**config.mk**
```make
export PLATFORM = sky130hd
export DESIGN_NAME = multicycle_control_unit
export DESIGN_NICKNAME = d
export VERILOG_FILES = /design/src/rtl/multicycle_control_unit.sv
export SDC_FILE = /design/constraint.sdc
export NUM_CORES = 1
export LEC_CHECK = 0
export ABC_AREA = 1
export CORE_MARGIN = 10
export CORE_UTILIZATION = 47
export CTS_BUF_LIST = sky130_fd_sc_hd__clkbuf_4
export DETAILED_ROUTE_END_ITERATION = 10
export GPL_ROUTABILITY_DRIVEN = 1
export HOLD_SLACK_MARGIN = 0.06
export PLACE_DENSITY = 0.84
export SETUP_SLACK_MARGIN = 0.4
export SLEW_MARGIN = 25
export SYNTH_ARGS = -nofsm -noshare
export SYNTH_HDL_FRONTEND = slang
export SYNTH_SLANG_ARGS = --single-unit
export TNS_END_PERCENT = 1
```
**constraint.sdc**
```tcl
create_clock -name clock -period 1.8 [get_ports clock]
set_input_delay 0.36 -clock clock [delete_from_list [all_inputs] [get_ports clock]]
set_output_delay 0.36 -clock clock [all_outputs]
set_load 0.01 [all_outputs]
```
**src/rtl/multicycle_control_unit.sv**
```systemverilog
// Control FSM for the 16-bit multicycle datapath. It sequences instruction fetch,
// decode, execute, memory access and writeback through one shared memory.
// A per-access wait counter forces HALT and sets a sticky fault when memory
// stops answering.
module multicycle_control_unit #(
  parameter int MAX_WAIT = 15,
  parameter int WAIT_W   = 8
) (
  input  logic       clock,
  input  logic       reset,
  input  logic [3:0] op,
  input  logic       mem_ready,
  output logic       ir_write,
  output logic       pc_write,
  output logic       pc_write_cond,
  output logic       branch_ne,
  output logic [1:0] pc_src,
  output logic       iord,
  output logic       mem_read,
  output logic       mem_write,
  output logic       reg_write,
  output logic [1:0] reg_dst,
  output logic [1:0] mem_to_reg,
  output logic       alu_src_a,
  output logic [1:0] alu_src_b,
  output logic [1:0] alu_op,
  output logic       halted,
  output logic       mem_fault,
  output logic [3:0] state
);

  typedef enum logic [3:0] {
    S_FETCH    = 4'd0,
    S_DECODE   = 4'd1,
    S_EXEC_R   = 4'd2,
    S_R_WB     = 4'd3,
    S_EXEC_I   = 4'd4,
    S_I_WB     = 4'd5,
    S_MEM_ADDR = 4'd6,
    S_MEM_RD   = 4'd7,
    S_MEM_WB   = 4'd8,
    S_MEM_WR   = 4'd9,
    S_BRANCH   = 4'd10,
    S_JUMP     = 4'd11,
    S_HALT     = 4'd12
  } state_t;

  localparam logic [3:0] OP_R    = 4'h0;
  localparam logic [3:0] OP_ADDI = 4'h1;
  localparam logic [3:0] OP_LW   = 4'h2;
  localparam logic [3:0] OP_SW   = 4'h3;
  localparam logic [3:0] OP_BEQ  = 4'h4;
  localparam logic [3:0] OP_BNE  = 4'h5;
  localparam logic [3:0] OP_J    = 4'h6;
  localparam logic [3:0] OP_JAL  = 4'h7;
  localparam logic [3:0] OP_HALT = 4'hF;

  state_t            state_q, state_d;
  logic [WAIT_W-1:0] wait_q, wait_d;
  logic              fault_q, fault_d;
  logic              in_mem, timeout;

  // State, wait counter and sticky fault registers
  always_ff @(posedge clock or posedge reset) begin
    if (reset) begin
      state_q <= S_FETCH;
      wait_q  <= '0;
      fault_q <= 1'b0;
    end else begin
      state_q <= state_d;
      wait_q  <= wait_d;
      fault_q <= fault_d;
    end
  end

  // Next state; wait counter counts stalled cycles and is zero on entry to any memory state
  always_comb begin
    state_d = state_q;
    fault_d = fault_q;
    wait_d  = '0;
    in_mem  = (state_q == S_FETCH) || (state_q == S_MEM_RD) || (state_q == S_MEM_WR);
    timeout = in_mem && !mem_ready && (wait_q == WAIT_W'(MAX_WAIT));
    case (state_q)
      S_FETCH:    if (mem_ready) state_d = S_DECODE;
      S_DECODE: begin
        case (op)
          OP_R:          state_d = S_EXEC_R;
          OP_ADDI:       state_d = S_EXEC_I;
          OP_LW, OP_SW:  state_d = S_MEM_ADDR;
          OP_BEQ, OP_BNE: state_d = S_BRANCH;
          OP_J, OP_JAL:  state_d = S_JUMP;
          OP_HALT:       state_d = S_HALT;
          default:       state_d = S_FETCH;  // illegal opcode behaves as nop
        endcase
      end
      S_EXEC_R:   state_d = S_R_WB;
      S_R_WB:     state_d = S_FETCH;
      S_EXEC_I:   state_d = S_I_WB;
      S_I_WB:     state_d = S_FETCH;
      S_MEM_ADDR: state_d = (op == OP_SW) ? S_MEM_WR : S_MEM_RD;
      S_MEM_RD:   if (mem_ready) state_d = S_MEM_WB;
      S_MEM_WB:   state_d = S_FETCH;
      S_MEM_WR:   if (mem_ready) state_d = S_FETCH;
      S_BRANCH:   state_d = S_FETCH;
      S_JUMP:     state_d = S_FETCH;
      S_HALT:     state_d = S_HALT;
      default:    state_d = S_FETCH;
    endcase
    // A late mem_ready on the last allowed cycle beats the timeout
    if (timeout) begin
      state_d = S_HALT;
      fault_d = 1'b1;
    end else if (in_mem && !mem_ready) begin
      wait_d = wait_q + WAIT_W'(1);
    end
  end

  // Datapath controls decoded from the current state (FETCH also looks at mem_ready)
  always_comb begin
    ir_write      = 1'b0;
    pc_write      = 1'b0;
    pc_write_cond = 1'b0;
    branch_ne     = 1'b0;
    pc_src        = 2'b00;
    iord          = 1'b0;
    mem_read      = 1'b0;
    mem_write     = 1'b0;
    reg_write     = 1'b0;
    reg_dst       = 2'b00;
    mem_to_reg    = 2'b00;
    alu_src_a     = 1'b0;
    alu_src_b     = 2'b00;
    alu_op        = 2'b00;
    halted        = 1'b0;
    case (state_q)
      S_FETCH: begin
        mem_read  = 1'b1;
        alu_src_b = 2'b01;
        ir_write  = mem_ready;
        pc_write  = mem_ready;
      end
      S_DECODE:   alu_src_b = 2'b10;
      S_EXEC_R: begin
        alu_src_a = 1'b1;
        alu_op    = 2'b10;
      end
      S_R_WB: begin
        reg_write = 1'b1;
        reg_dst   = 2'b01;
      end
      S_EXEC_I, S_MEM_ADDR: begin
        alu_src_a = 1'b1;
        alu_src_b = 2'b10;
      end
      S_I_WB:     reg_write = 1'b1;
      S_MEM_RD: begin
        mem_read = 1'b1;
        iord     = 1'b1;
      end
      S_MEM_WB: begin
        reg_write  = 1'b1;
        mem_to_reg = 2'b01;
      end
      S_MEM_WR: begin
        mem_write = 1'b1;
        iord      = 1'b1;
      end
      S_BRANCH: begin
        alu_src_a     = 1'b1;
        alu_op        = 2'b01;
        pc_write_cond = 1'b1;
        pc_src        = 2'b01;
        branch_ne     = (op == OP_BNE);
      end
      S_JUMP: begin
        pc_write = 1'b1;
        pc_src   = 2'b10;
        if (op == OP_JAL) begin
          reg_write  = 1'b1;
          reg_dst    = 2'b10;
          mem_to_reg = 2'b10;
        end
      end
      S_HALT:     halted = 1'b1;
      default:    halted = 1'b0;
    endcase
  end

  assign mem_fault = fault_q;
  assign state     = state_q;

endmodule

```
== Yosys cells after proc, flatten, opt, wreduce, memory -nomap -nowiden ==
Memory sizes are Yosys's and may differ from the RTL's.
Index checks and enable logic that the tools add are counted.

* Register bits after elaboration: 13
* Bits in read-only memories: 64
* Input port bits: 7
* Output and inout bits: 25
* Word-level logic and storage cells: 61
* Memories kept: 1

{| class="wikitable"
|+ Memory list
! name !! words !! bits a word !! rd ports !! clocked after memory_dff !! write ports !! line !! RTL
|-
| (name not given) || 16 || 4 || 1 || 0 || 0 || 86 || <nowiki>case (op)</nowiki>
|}

* Add/sub/neg operators: 1
* Eq/ne operators: 19
* Mux-type cells: 25
* Reductions and logical operators: 12

{| class="wikitable"
|+ Operators by type and width
! operator !! count
|-
| one-hot mux 4 bit (8 select lines) || 1
|-
| equality test 4 x 3 -> 1 bit (second input constant) || 6
|-
| equality test 4 bit (second input constant) || 5
|-
| two-way mux 4 bit || 5
|-
| one-hot mux 2 bit (2 select lines) || 5
|-
| two-way mux 8 bit || 2
|-
| equality test 4 x 2 -> 1 bit (second input constant) || 3
|-
| two-way mux 1 bit || 9
|-
| inequality test 3 bit (second input constant) || 3
|-
| adder 8 x 1 -> 8 bit (second input constant) || 1
|-
| equality test 8 x 4 -> 1 bit (second input constant) || 1
|-
| OR reduction 3 bit || 2
|-
| equality test 4 x 1 -> 1 bit (second input constant) || 1
|-
| zero test 4 bit || 1
|-
| one-hot mux 1 bit (2 select lines) || 2
|-
| OR reduction 2 bit || 2
|-
| OR reduction 4 bit || 1
|-
| AND reduction 3 bit || 1
|-
| logical AND 1 bit || 2
|-
| logical OR 1 bit || 2
|-
| two-way mux 2 bit || 1
|-
| zero test 1 bit || 1
|}

== Logic depth before layout (Yosys ltp) ==
* Word-level depth: 7
* Mapped depth: 9
* Gate-level depth less buffers: 9

== Least setup slack after synthesis ==
No wires, ideal clock.

* Path type: register -> output
* From: reg state_q[3], in the netlist state[3]
* To: out reg_write
* Arrival: 1.240 ns
* Required time: 1.440 ns
* Path slack: 0.200 ns
* Cell stages (with the launch flop): 7
* Path buffers: 0
* Cells stage by stage: dfrtp_1 inv_2 nor2_2 inv_1 nor2_1 nand3_1 o211ai_1

* Cells in the longest elaborated chain, start to end: 3
* Elaborated cells on any way between the ends: 6
* Those cells by class: 4 x eq/ne; 1 x mux; 1 x reduce/logical

{| class="wikitable"
|+ Ends and longest elaborated chain
! what !! line !! RTL
|-
| start: declaration || 58 || <nowiki>state_t state_q, state_d;</nowiki>
|-
| start signal: assignment || 70 || <nowiki>state_q <= state_d;</nowiki>
|-
| equality test 4 bit (tied with other cells) || 135 || <nowiki>case (state_q)</nowiki>
|-
| OR reduction 3 bit (no line) || n/a ||
|-
| one-hot mux 1 bit (2 select lines) (*) || 135 ||
|-
| end: declaration || 21 || <nowiki>output logic reg_write,</nowiki>
|}

Mark *: on every way between the ends. The rest lies on a longest branch, timed or not.

== Worst setup path in the final report ==
* From: reg state_q[3], in the netlist state[3]
* To: out alu_src_b[1]

* Cells in the longest elaborated chain, start to end: 3
* Elaborated cells on any way between the ends: 6
* Those cells by class: 3 x eq/ne; 1 x mux; 2 x reduce/logical

{| class="wikitable"
|+ Ends and longest elaborated chain
! what !! line !! RTL
|-
| equality test 4 x 1 -> 1 bit / equality test 4 x 3 -> 1 bit (equally long branches) || 135 ||
|-
| OR reduction 3 bit (no line) || n/a ||
|-
| one-hot mux 2 bit (2 select lines) (*) || 135 ||
|-
| end: declaration || 25 || <nowiki>output logic [1:0] alu_src_b,</nowiki>
|}

Marks and branches as above.

==> results summary <==
The run finished with clean final reports. The internal power came out at 1.04 mW. STA puts the critical path data required time at about 1400 ps. The total vias in the final route came out at 1132. The startpoint type of the worst setup path is a register. The synthesized netlist occupies a cell area of 980 sq um.

The cell count after synthesis came out at 151. The first detailed-routing pass ran for 4 iterations. The effective utilization at floorplan is 0.499. The number of inserted filler cells in the final layout came out at 160. The number of nets in the final layout is 216. In this design, the critical path's most frequently occurring cell is nand2_1. The worst setup path is captured at an output pin. The mean instance size in the synthesized netlist is roughly 6.5 sq um. The root cell of the clock tree is clkbuf_4. Of the cells placed in the final design, the portion with a size suffix greater than 1 is 0.391.

The final antenna diode count is 0. The final number of hold-violating endpoints came out at 0. The register area share after synthesis came out at 0.332.

Setup repair after global routing could not meet its margin everywhere. The slowest stage of the critical path is the dfrtp_2 cell. The count of final max-slew check failures is 0. The number of port buffers is 31. The starting DRC count in detailed routing came out at 44. The DRC violation count after routing is 0. The final non-filler cell total is 234. Entering global routing, the biggest net connects 14 pins. The unique cell type count in the Yosys netlist is 24. The synthesis-to-finish area growth came out at 56.4%. Data arrives at the worst endpoint at 1370 ps. No sink is reached through more buffers than the 2 on the longest clock path. The final critical delay including setup and external delays came out at 1730 ps.

After detailed placement, the design holds a cell count of approximately 230. The floorplan step defined a core boundary enclosing about 2000 sq um. In this run the horizontal extent of the chip is 65.7 um.

The ratio of final minimum period to clock period is 0.960. For this design, the sink count on the clock tree is 13. Max-cap violations in this run came to 0.

The number of antenna violations at the first check in global routing was 0. The total routing usage reported by global routing came out at 0.133. In this run the vertical extent of the chip is between 60 and 70 um.

Along the worst path, the maximum fanout reaches 4. The leakage power of the design is 0.854 nW. The worst hold path belongs to the class in2async. The buffering stage count on the worst path with inverters included is 2.

The worst-margin pin slew is 473 ps. The share of total power dissipated in combinational logic is 0.684. The post-CTS clock slew at the launch and capture registers of the worst setup and hold paths is 70 ps. The family with the most delay on the worst path is flip-flops. The setup-violating endpoint count in the final report is 0. The switching part of the total power came out at 0.470. The number of global-route vias before repair is 1109. In the final layout, the multi-input gates occupy slightly below 600 sq um. The final RePlAce weighted congestion is between 0.9 and 1. The number of nets still failing antenna checks after routing is 0. TritonCTS created 3 clock buffers.

Summed over all nets, the switching power comes to roughly 920 uW. The share of power burned in the clock network is 0.098. The overall die area came out at 4310 sq um.

The synthesized flop and latch total is 13. The I/O pin count is 32. The total global routing overflow came out at 0. In the final routed layout, each cell accounts on average for 12.4 um. The cts-stage hold buffer count is 0. The number of H-tree levels is 1. The worst supply voltage drop on vdd came out at 0.858 mV.

The via density per instance is 4.84. TritonCTS built the clock tree. The power per standard cell area came out at between 1000 and 1500 nW/um^2. The final design area excluding fillers is 1530 sq um. For the final database, setup skew stands at about 0.50 ps. The signal on the critical path passes through buf_4 > nor2_4 > nand2_1 > nand2_1 > clkdlybuf4s15_2. The peak clock frequency supported by timing is 579 MHz.

The instance area at placement is 1500 sq um. The first-pass GRT wire length is 4750 um. For the worst-skew pair, the clock arrives at the later sink with an insertion delay of 280 ps. Summed over all layers, the routed wires come to 2890 um. The share of total power in sequential cells came out at 0.218. The total half-perimeter wirelength after legalization and detailed placement came out at 2450 um.

The number of nets in the synthesized netlist is 159. The warning count from the yosys run came out at 0. The area taken by flip-flops and latches came out at 329 sq um. On the worst path, the slowest cell contributes a delay of ~440 ps. The category of the critical setup timing path is reg2out. Adding up every negative setup slack in the final design gives 0 ps. The worst slew slack as a fraction of its limit came out at 0.684. The initialized floorplan defines 16 standard-cell rows.
cell type report:
cell class              count  share of cell area
multi-input cells         106               0.387
flip-flops and latches     13               0.215
well taps                  27              0.0220
clock buffers               4              0.0196
repair buffers             54               0.282
inverters                  30              0.0751
through the flow:
stage	power [mW]	setup WS [ps]	util	hold slack, ps
finish	1.96	72.9	0.781	404
floorplan	1.08	355	-	237
detailed placement	1.80	-469	0.766	465
CTS	1.96	62.0	0.778	423
global route	2.12	0.961	0.781	443
global placement	1.77	-422	0.766	450
layout by cell type (no fill, tap or decap), drive strengths merged:
cell type      Yosys  final
dlymetal6s2s       0      1
a21o               1      1
o21bai             2      2
a21oi              5      5
o22ai              1      1
inv               30     30
nor3b              1      1
nor2              29     29
nand2             41     41
nor4               1      1
o211ai             1      1
buf                2     34
clkbuf             0      5
clkdlybuf4s50      0      5
o21ai              7      7
dfrtp             13     13
ha                 1      1
nand3              8      8
nand4              3      3
dlygate4sd2        0      6
nor3               5      5
clkdlybuf4s15      0      7
Yosys cell counts:
library cell	count	area (sq um)
nand2_1	36	135
inv_1	26	97.6
nor2_1	22	82.6
dfrtp_1	13	325
nand3_1	7	35.0
nor2_2	7	43.8
o21ai_0	7	35.0
a21oi_1	5	25.0
nor3_1	4	20.0
inv_2	3	11.3
nand2_2	3	18.8
nand4_1	3	18.8
buf_4	2	15.0
nand2_4	2	22.5
o21bai_1	2	15.0
a21o_1	1	7.51
ha_1	1	12.5
inv_4	1	6.26
nand3_2	1	10.0
nor3_2	1	10.0
nor3b_2	1	12.5
nor4_1	1	6.26
o211ai_1	1	7.51
o22ai_1	1	6.26
kinds of logic (layout without fill, tap and decap cells):
family | Yosys count | in the layout | share of synthesized area
buffers and inverters | 32 | 88 | 0.133
DFF | 13 | 13 | 0.332
adders and majority gates | 1 | 1 | 0.0128
AOI/OAI and AO/OA | 17 | 17 | 0.0983
and+or+nand+nor | 88 | 88 | 0.424
power by group through the flow:
| stage | Combinational (mW) | Clock, mW | Sequential [mW] |
|---|---|---|---|
| floorplan | 0.636 | 0 | 0.448 |
| global placement | 1.36 | 0 | 0.410 |
| detailed placement | 1.38 | 0 | 0.415 |
| CTS | 1.33 | 0.200 | 0.423 |
| global route | 1.48 | 0.203 | 0.436 |
| finish | 1.34 | 0.192 | 0.428 |
state kept, by name (all words and copies together) (netlist names):
register   flops
mem_fault      1
state          4
wait_q         8
final timing paths:
check                      startpoint  depth (start not counted)  slack [ps]           end
setup reg to reg            wait_q[0]                          6         330      state[1]
min in group clock          wait_q[0]                          1         480     wait_q[0]
hold reg to reg             wait_q[0]                          1         480     wait_q[0]
max in group asynchronous       reset                          2        1050      state[1]
hold / removal                  reset                          2         400     wait_q[0]
setup / recovery             state[3]                          5          70  alu_src_b[1]
per-layer routing:
layer / GRT usage / part of all wire / vias to the layer above
li1: - / - / 585
met2: 0.239 / 0.48 / 36
met4: 0.0615 / 0.018 / 0
met1: 0.144 / 0.43 / 506
met5: 0 / 0 / -
met3: 0.0305 / 0.072 / 5
worst register-to-register path: stages (launching register included):
cell and delay, ps:
dfrtp_1 390, ha_1 180, nand2_1 80, nor2_1 170, nand3_1 270, nand4_1 190, nand2_1 70
timing repair:
item	4_1_cts	5_1_grt
setup buffers	1	0
gates cloned	0	0
gates resized for setup	85	7
endpoints found under the hold margin	0	0
endpoints found under the setup margin	34	35
pin swaps	7	2
No activity file was read; power rests on OpenSTA's default activity.
